--- src/rtl/mac_operand_driver.sv ---
// mac_operand_driver
//   Buffers signed operand pairs in a small FIFO and feeds them one at a time
//   to an external multiply-accumulate unit, then reports the dot product of
//   a job as the difference between the MAC accumulator now and its value at
//   the end of the previous successful job.
//
// Ports
//   clk, reset            sole clock; synchronous active-high reset
//   start, len            launch a job of len pairs (only honoured when idle)
//   in_valid, in_a, in_b  operand pair offered to the FIFO
//   in_ready              FIFO has room
//   mac_valid             one-cycle request to the MAC
//   mac_a, mac_b          operands to the MAC, held until the MAC answers
//   mac_done, mac_y       MAC completion pulse and accumulator value
//   mac_overflow          MAC overflow flag, sampled with mac_done
//   res_valid, res_ready  result handshake
//   res_data              job dot product (32-bit wrap)
//   res_ovf, res_err      overflow seen during job / job aborted by timeout
//   busy                  controller not idle
module mac_operand_driver #(
    parameter int DEPTH   = 4,
    parameter int CNT_W   = 8,
    parameter int TIMEOUT = 15
) (
    input  logic                clk,
    input  logic                reset,
    input  logic                start,
    input  logic [CNT_W-1:0]    len,
    input  logic                in_valid,
    input  logic signed [7:0]   in_a,
    input  logic signed [7:0]   in_b,
    output logic                in_ready,
    output logic                mac_valid,
    output logic signed [7:0]   mac_a,
    output logic signed [7:0]   mac_b,
    input  logic                mac_done,
    input  logic signed [31:0]  mac_y,
    input  logic                mac_overflow,
    output logic                res_valid,
    output logic signed [31:0]  res_data,
    output logic                res_ovf,
    output logic                res_err,
    input  logic                res_ready,
    output logic                busy
);

    localparam int AW = $clog2(DEPTH);
    localparam int TW = $clog2(TIMEOUT + 1);
    localparam logic [TW-1:0] TMO_LAST = TW'(TIMEOUT - 1);

    localparam logic [2:0] IDLE   = 3'd0;
    localparam logic [2:0] FETCH  = 3'd1;
    localparam logic [2:0] ISSUE  = 3'd2;
    localparam logic [2:0] WAIT   = 3'd3;
    localparam logic [2:0] RESULT = 3'd4;

    logic [2:0]          state;
    logic [15:0]         mem [DEPTH];
    // One extra pointer bit distinguishes full from empty.
    logic [AW:0]         wr_ptr;
    logic [AW:0]         rd_ptr;
    logic                full;
    logic                empty;
    logic                push;
    logic                pop;
    logic [CNT_W-1:0]    cnt;
    logic                ovf;
    logic [TW-1:0]       tmo;
    logic signed [31:0]  base;

    assign empty = (wr_ptr == rd_ptr);
    assign full  = (wr_ptr[AW] != rd_ptr[AW]) && (wr_ptr[AW-1:0] == rd_ptr[AW-1:0]);

    // Acceptance depends only on registered occupancy, so a full FIFO refuses
    // a push even while it is being popped, and a fresh entry cannot be
    // popped in the cycle it arrives.
    assign in_ready  = !full;
    assign push      = in_valid && !full;
    assign pop       = (state == FETCH) && !empty;

    assign mac_valid = (state == ISSUE);
    assign res_valid = (state == RESULT);
    assign busy      = (state != IDLE);

    always_ff @(posedge clk) begin
        if (push) begin
            mem[wr_ptr[AW-1:0]] <= {in_a, in_b};
        end
    end

    always_ff @(posedge clk) begin
        if (reset) begin
            state    <= IDLE;
            wr_ptr   <= '0;
            rd_ptr   <= '0;
            cnt      <= '0;
            ovf      <= 1'b0;
            tmo      <= '0;
            base     <= '0;
            mac_a    <= '0;
            mac_b    <= '0;
            res_data <= '0;
            res_ovf  <= 1'b0;
            res_err  <= 1'b0;
        end else begin
            if (push) begin
                wr_ptr <= wr_ptr + (AW + 1)'(1);
            end
            if (pop) begin
                rd_ptr <= rd_ptr + (AW + 1)'(1);
            end

            case (state)
                IDLE: begin
                    if (start) begin
                        if (len != '0) begin
                            cnt   <= len;
                            ovf   <= 1'b0;
                            state <= FETCH;
                        end else begin
                            res_data <= '0;
                            res_ovf  <= 1'b0;
                            res_err  <= 1'b0;
                            state    <= RESULT;
                        end
                    end
                end

                FETCH: begin
                    if (!empty) begin
                        {mac_a, mac_b} <= mem[rd_ptr[AW-1:0]];
                        state          <= ISSUE;
                    end
                end

                ISSUE: begin
                    tmo   <= '0;
                    state <= WAIT;
                end

                WAIT: begin
                    if (mac_done) begin
                        ovf <= ovf | mac_overflow;
                        cnt <= cnt - CNT_W'(1);
                        if (cnt == CNT_W'(1)) begin
                            // The MAC keeps accumulating across jobs; the job
                            // result is the growth since the last good job.
                            res_data <= mac_y - base;
                            base     <= mac_y;
                            res_ovf  <= ovf | mac_overflow;
                            res_err  <= 1'b0;
                            state    <= RESULT;
                        end else begin
                            state <= FETCH;
                        end
                    end else if (tmo == TMO_LAST) begin
                        // Abort leaves base alone so the next job still
                        // measures from the last good accumulator value.
                        res_data <= '0;
                        res_ovf  <= ovf;
                        res_err  <= 1'b1;
                        state    <= RESULT;
                    end else begin
                        tmo <= tmo + TW'(1);
                    end
                end

                RESULT: begin
                    if (res_ready) begin
                        state <= IDLE;
                    end
                end

                default: state <= IDLE;
            endcase
        end
    end

endmodule

--- config.mk ---
export PLATFORM = sky130hd
export DESIGN_NAME = mac_operand_driver
export DESIGN_NICKNAME = d
export VERILOG_FILES = /design/src/rtl/mac_operand_driver.sv
export SDC_FILE = /design/constraint.sdc
export NUM_CORES = 1
export LEC_CHECK = 0
export ABC_CLOCK_PERIOD_IN_PS = 3200
export CORE_MARGIN = 1
export CORE_UTILIZATION = 49
export DETAILED_ROUTE_END_ITERATION = 10
export GPL_ROUTABILITY_DRIVEN = 0
export HOLD_SLACK_MARGIN = 0.12
export PLACE_DENSITY = 0.84
export SETUP_SLACK_MARGIN = 0.05
export SLEW_MARGIN = 20
export SYNTH_ARGS = -nofsm -noshare
export SYNTH_HDL_FRONTEND = slang
export SYNTH_SLANG_ARGS = --single-unit
--- constraint.sdc ---
create_clock -name clk -period 3.2 [get_ports clk]
set_input_delay 0.64 -clock clk [delete_from_list [all_inputs] [get_ports clk]]
set_output_delay 0.64 -clock clk [all_outputs]
set_load 0.02 [all_outputs]
==> metrics.txt, run 1 <==
top-area cell type share of the netlist area=0.258; Max clock buf depth=2; ANT nets after route=0; Critical Path Source=mac_y[1]; Compound-Gate Fraction of Synth Area=0.163; area delta synth->final=27.9%; CTS tree=done; vias in the first global route=6,260; Top Family by Delay on Critical Path=compound AO/OA/AOI/OAI gates; Post-Place Setup Slack=-0.430 ns; Arr. time, crit path=approximately 3.4 ns; Max-Cap Viols=0; initial antenna violation count=0; syn_nets=just over 900; Clock Latency Late Sink=between 0.4 and 0.5 ns; Max Transition Viols Final=0; XOR/XNOR share of the synthesized area=0.0347; fin area=10,300 sq um; core area=between 15,000 and 20,000 sq um; first-pass GRT wire length=approximately 30,000 um; Ports=between 100 and 150; cell chain of the critical path=clkdlybuf4s50_1 > buf_4 > ha_1 > nor2b_1 > o2111ai_1 > a21oi_1 > nor2_1 > a211oi_1 > a311oi_1 > o21ai_0 > xor2_1 > a22o_1; Slew @ Worst Pin=between 0.6 and 0.7 ns; layout cells sized above 1=0.119; Pleak=approximately 3.7 nW; die area=17,000 sq um; Yosys warnings=0; Clk pin slew, worst setup/hold paths=0.07 ns; total CTS buffers=17; antenna fix cells=0; fmax=about 0.33 GHz; RSZ-0062 raised after global routing=true; Seq pwr share=0.436; largest net degree at the start of global routing=52; CTS Sinks=roughly 170; mux share of post-synthesis cell area=0.0460; mean routed wirelength per cell=about 16 um; sw power=1.68 mW; CP bufs+invs=2; routed length on met3=between 1000 and 1500 um; DP Area=around 10000 sq um; switching share of power=0.299; Seq/Total Area, Yosys=0.496; detailed router's first-iteration violation count=around 400; met1 wire length=approximately 8000 um; Root Driver=clkbuf_16; setup TNS=0 ns; Avg Cell Area, Syn=9.82 sq um; post-layout minimum cycle time=about 3.0 ns; post-synth cell types=62; synthesized flop and latch total=around 170; RR Startpoint=cnt[2]; EDFF count, synth=64; R2R cell count=7; Reg2Reg Setup Slack=approximately 0.47 ns; final number of hold-violating endpoints=0; crit-path max FO=2; Vias/cell=between 5 and 6; Crit Reg-Reg Endpoint=res_data[28]; HPWL after DPL=roughly 13,000 um; GRT Overall Usage=0.231; synth top area cells=dfxtp_1, edfxtp_1, ha_1, nand2_1, a21oi_1; status=completed; final WL=18,900 um; row count=46; WHS Path Cells=2; Syn Inst Count=just over 800; Worst Hold Endpoint=res_data[4]; Die Y-Extent=between 100 and 150 um; maximum vdd ir drop=about 370 uV; non-filler cells, final=roughly 1,200; drt drc=0; highest routed layer=met4; Pwr per Cell Area=544 nW/um^2; kind of critical path=in -> reg; Clk pwr share=0.356; Comb power frac=0.208; Pint=between 3 and 4 mW; placed cell count=1,163; Synth area leader=dfxtp_1; Fill cells=between 1,000 and 1,500; port buffer count=~120; Critical Path Sink Type=flip-flop; Post-Syn Area=8070 sq um; Adder-Cell Fraction of Synth Area=0.0660; via count=approximately 6,600; DR pass1 iterations=5; clk_skew=between 0.01 and 0.015 ns; worst hold start=res_data[4]; max incr delay on CP=~0.46 ns; slowest CP cell=clkdlybuf4s50_1; Main synth FF type=dfxtp_1; grt ovf=0; Async SR Flop Fraction=0; starting density of the core=0.504; Required @ worst endpoint=~3.5 ns; largest family of logic cells by synthesized area=compound AO/OA/AOI/OAI gates; H-tree depth=4; worst relative slew slack=0.592; Final WS setup=about 0.16 ns; Startpoint Class=primary input; setup violators final=0; post-synthesis simple-gate area fraction=0.149; fin crit share=0.951; chip width=roughly 130 um; Hold/Removal Path Class=reg -> reg; nets=roughly 1,100; DR WL met2=9320 um
==> flip-flops by register name, indices dropped and copies added (netlist names), 4 cells and up <==
register	count
base	32
mac_a	8
mem	64
cnt	8
tmo	4
mac_b	8
res_data	32
==> cells in the mapped netlist (3+ instances only) <==
cell      number
nand4_1        6
clkbuf_1      33
or3_1          3
nand3_1        7
o21bai_1       5
nor3_1        11
buf_6          3
inv_1         48
nor4_1         4
a221oi_1       4
o21ai_0       26
a211oi_1      10
o21a_1         5
nor3b_1        3
ha_1          41
buf_1          3
xnor2_1       21
and2_1         3
edfxtp_1      64
a211o_1        3
dfxtp_1      104
o22ai_1        5
xor2_1        11
nor2_1        56
a31oi_1        6
a21oi_1       93
nor2b_1       14
a22oi_1       11
a22o_1        13
mux4_2        16
nand2_1      132
and3_1         9
a21o_1         9
==> cell type report <==
class,count,area (sq um),area share
clock buffers,18,429,0.0416
flip-flops and latches,168,4000,0.388
repair buffers,168,1560,0.151
well taps,216,270,0.0262
clock inverters,14,150,0.0145
multi-input cells,564,3730,0.361
inverters,48,180,0.0175
==> power groups by stage <==
stage,registers (mW),logic (mW),clock network (mW)
6_report,2.45,1.17,2.00
5_1_grt,2.47,1.29,2.13
4_1_cts,2.45,1.17,2.04
3_5_place_dp,2.49,1.16,0
3_3_place_gp,2.49,1.13,0
2_1_floorplan,2.50,0.745,0
==> routing by layer <==
| layer | up-vias | track usage |
|---|---|---|
| met1 | 3107 | 0.285 |
| li1 | 3213 | - |
| met2 | 223 | 0.398 |
| met4 | 0 | 0.0622 |
| met5 | - | 0 |
| met3 | 14 | 0.0623 |
==> placed cells by master (no fill, tap or decap), types with 7 or more instances in the layout <==
cell type        count
edfxtp_1            64
clkbuf_16           17
a22o_1              13
buf_4               52
a211oi_1             8
o21ai_0             26
nor3_1              11
a21oi_1             93
mux4_2              16
nand2_1            132
nand3_1              7
nor2_1              55
a21o_1               9
xnor2_1             21
and3_1               9
clkdlybuf4s50_1    115
xor2_1              11
dfxtp_1            104
inv_1               48
a22oi_1             11
nor2b_1             12
ha_1                41
==> timing repair <==
| item | 4_1_cts | 5_1_grt |
|---|---|---|
| setup endpoints to repair | 3 | 8 |
| setup buffers | 0 | 1 |
| resized for setup | 1 | 5 |
| pin swaps | 1 | 6 |
| hold buffers | 0 | 0 |
==> worst max path at each step <==
| stage | to | slack [ns] | cells after the start |
|---|---|---|---|
| finish | res_data[19] | 0.16 | 12 |
| floorplan | res_data[30] | 0.21 | 12 |
| global route | res_data[28] | 0.03 | 13 |
| global placement | res_data[30] | -0.37 | 13 |
| CTS | res_data[28] | 0.05 | 13 |
| detailed placement | res_data[30] | -0.43 | 13 |
==> worst min-delay path, stage by stage (launching register included) <==
cell	delay [ns]
dfxtp_1	0.31
nand2_1	0.05
a21oi_1	0.05
==> cells by family after synthesis <==
kind of cell,Yosys count
buffers and inverters,90
flip-flops,168
AND/OR/NAND/NOR,263
AO/OA/AOI/OAI,210
adder cells (fa/ha/maj),42
multiplexers,17
XOR/XNOR,32
==> stage by stage <==
step	utilization	power [mW]	hold WS, ns
finish	0.645	5.62	0.454
CTS	0.644	5.66	0.457
global route	0.645	5.89	0.468
global placement	0.607	3.62	0.442
detailed placement	0.607	3.65	0.448
floorplan	-	3.24	0.436
Note: power is estimated with default switching activity, not from simulation.
==> inputs of run 2 (changes only) <==
--- a/config.mk
+++ b/config.mk
@@ -6,7 +6,7 @@
 export NUM_CORES = 1
 export LEC_CHECK = 0
 export ABC_CLOCK_PERIOD_IN_PS = 3200
-export CORE_MARGIN = 1
+export CORE_MARGIN = 2
 export CORE_UTILIZATION = 49
 export DETAILED_ROUTE_END_ITERATION = 10
 export GPL_ROUTABILITY_DRIVEN = 0
==> run 2 against run 1 <==
Net effect: first-iteration DRC count shrank 4.3%; clock power shrank 6%; non-clock buffer count up 1; sequential share of layout area up 0.12 points; utilization fell by 0.20 points; critical path type unchanged; highest routed layer unchanged.
==> metrics.txt, run 2 (synthesis results as in run 1) <==
crit-path max FO=4 (+2); via count=6,522 (-0.53%); Max clock buf depth=2 (unchanged); status=completed; drt drc=0 (unchanged); RSZ-0062 raised after global routing=false; Hold/Removal Path Class=reg -> reg; kind of critical path=in -> reg; cell chain of the critical path=clkdlybuf4s50_1 > inv_1 > ha_1 > fa_2 > nor2b_2 > o31a_1 > a41oi_2 > buf_4 > o31a_1 > nand2_1 > a21o_1 > a21oi_1 > xnor2_1 > a22o_1; Critical Path Sink Type=flip-flop; clk_skew=0.0110 ns (-0.00329 ns); HPWL after DPL=13,600 um (+3.6%); maximum vdd ir drop=436 uV (+17%); GRT Overall Usage=0.221 (-0.00954); fmax=0.332 GHz (+1.0%); most frequent cells in the layout=nand2_1, clkdlybuf4s50_1, dfxtp_1, a21oi_1, edfxtp_1; final number of hold-violating endpoints=0 (unchanged); Required @ worst endpoint=3.52 ns (about the same); Pleak=3.67 nW (-0.49%); ANT nets after route=0 (unchanged); largest net degree at the start of global routing=35 (-33%); starting density of the core=0.504 (unchanged); antenna fix cells=0 (unchanged); nets=1,073 (+0.093%); port buffer count=116 (unchanged); detailed router's first-iteration violation count=378 (-4.3%); DR pass1 iterations=5 (unchanged); Max-Cap Viols=0 (unchanged); layout cells sized above 1=0.119 (-0.000122); Startpoint Class=primary input; Ports=117 (unchanged); Vias/cell=5.45 (-0.62%); slowest CP cell=clkdlybuf4s50_1; final WL=18,700 um (-0.78%); commonest non-fill, non-tap cell in the layout=nand2_1; Clock Latency Late Sink=0.43 ns (about the same); H-tree depth=4 (unchanged); CTS Sinks=168 (unchanged); fin area=10,300 sq um (-0.30%); mean routed wirelength per cell=15.6 um (-0.86%); Pwr per Cell Area=535 nW/um^2 (-1.8%); row count=46 (unchanged); CTS hold repair buffers=0 (unchanged); placed cell count=1,165 (+0.17%); Max Transition Viols Final=0 (unchanged); setup violators final=0 (unchanged); grt ovf=0 (unchanged); max reg flops=64 (unchanged); max incr delay on CP=0.48 ns (+0.02 ns); fin crit share=0.941 (-0.00941); CP dominant cell by count=o31a_1; core area=16,000 sq um (unchanged); Arr. time, crit path=3.33 ns (-0.03 ns); initial antenna violation count=0 (unchanged); post-CTS setup buffer count=0 (unchanged); DP Area=9720 sq um (about the same); post-layout minimum cycle time=3.01 ns (-0.0301 ns); area delta synth->final=27.6%; CTS tree=done; non-filler cells, final=1,197 (+0.084%); total CTS buffers=17 (unchanged); first-pass GRT wire length=31,200 um (+3.2%); die area=17,500 sq um (+3.1%); Die Y-Extent=132 um (+1.5%); vias in the first global route=6,364 (+1.7%); Clk pin slew, worst setup/hold paths=0.06 ns (about the same); chip width=132 um (+1.5%); Root Driver=clkbuf_16; worst relative slew slack=0.662 (+0.0700); Slew @ Worst Pin=0.502 ns (-0.110 ns)
## run 2: cell type report
type / count / area [sq um]
fill: 1284 / 5710
sequential: 168 / 4000
multi-input combinational: 564 / 3730
timing repair buffer: 169 / 1570
clock buffer: 17 / 425
tap: 216 / 270
inverter: 48 / 180
clock inverter: 15 / 119
## run 2: where the power goes
| part | leakage [nW] | switching, mW | internal (mW) |
|---|---|---|---|
| sequential | 1.43 | 0.100 | 2.35 |
| combinational | 1.98 | 0.616 | 0.545 |
| clock | 0.267 | 0.880 | 1.01 |
## run 2: stage by stage
stage | setup slack [ns] | hold WS (ns) | utilization | power (mW) | setup TNS (ns)
6_report | 0.188 | 0.453 | 0.643 | 5.50 | 0
5_1_grt | 0.0563 | 0.467 | 0.643 | 5.78 | 0
4_1_cts | 0.0738 | 0.455 | 0.642 | 5.55 | 0
3_5_place_dp | -0.422 | 0.445 | 0.608 | 3.65 | -3.37
3_3_place_gp | -0.362 | 0.441 | 0.608 | 3.62 | -2.55
2_1_floorplan | 0.209 | 0.436 | - | 3.24 | 0
## run 2: final timing paths
kind	start	endpoint	slack (ns)	cells after the start
setup / recovery	mac_y[0]	res_data[18]	0.19	14
hold / removal	mac_a[0]	mac_a[0]	0.45	2
setup reg to reg	state[0]	res_data[28]	0.56	8
hold reg to reg	mac_a[0]	mac_a[0]	0.45	2
## run 2: repair_timing
item                                    in CTS  in global routing
pin swaps                                    0                  3
resized for setup                            1                  6
endpoints found under the hold margin        0                  0
endpoints found under the setup margin       2                  7
## run 2: routing by layer
| metal | track usage | wire [um] | vias up |
|---|---|---|---|
| li1 | - | - | 3219 |
| met1 | 0.271 | 8000 | 3104 |
| met2 | 0.385 | 9280 | 179 |
| met3 | 0.0619 | 1220 | 20 |
| met4 | 0.0597 | 223 | 0 |
| met5 | 0 | 0 | - |
## run 2: worst max-delay path, delay by kind of cell
| kind | cells | cell delay, ns |
|---|---|---|
| buffers and inverters | 3 | 0.72 |
| AND/OR/NAND/NOR | 2 | 0.23 |
| XOR/XNOR | 1 | 0.12 |
| adder cells (fa/ha/maj) | 2 | 0.56 |
| AO/OA/AOI/OAI | 6 | 1.05 |
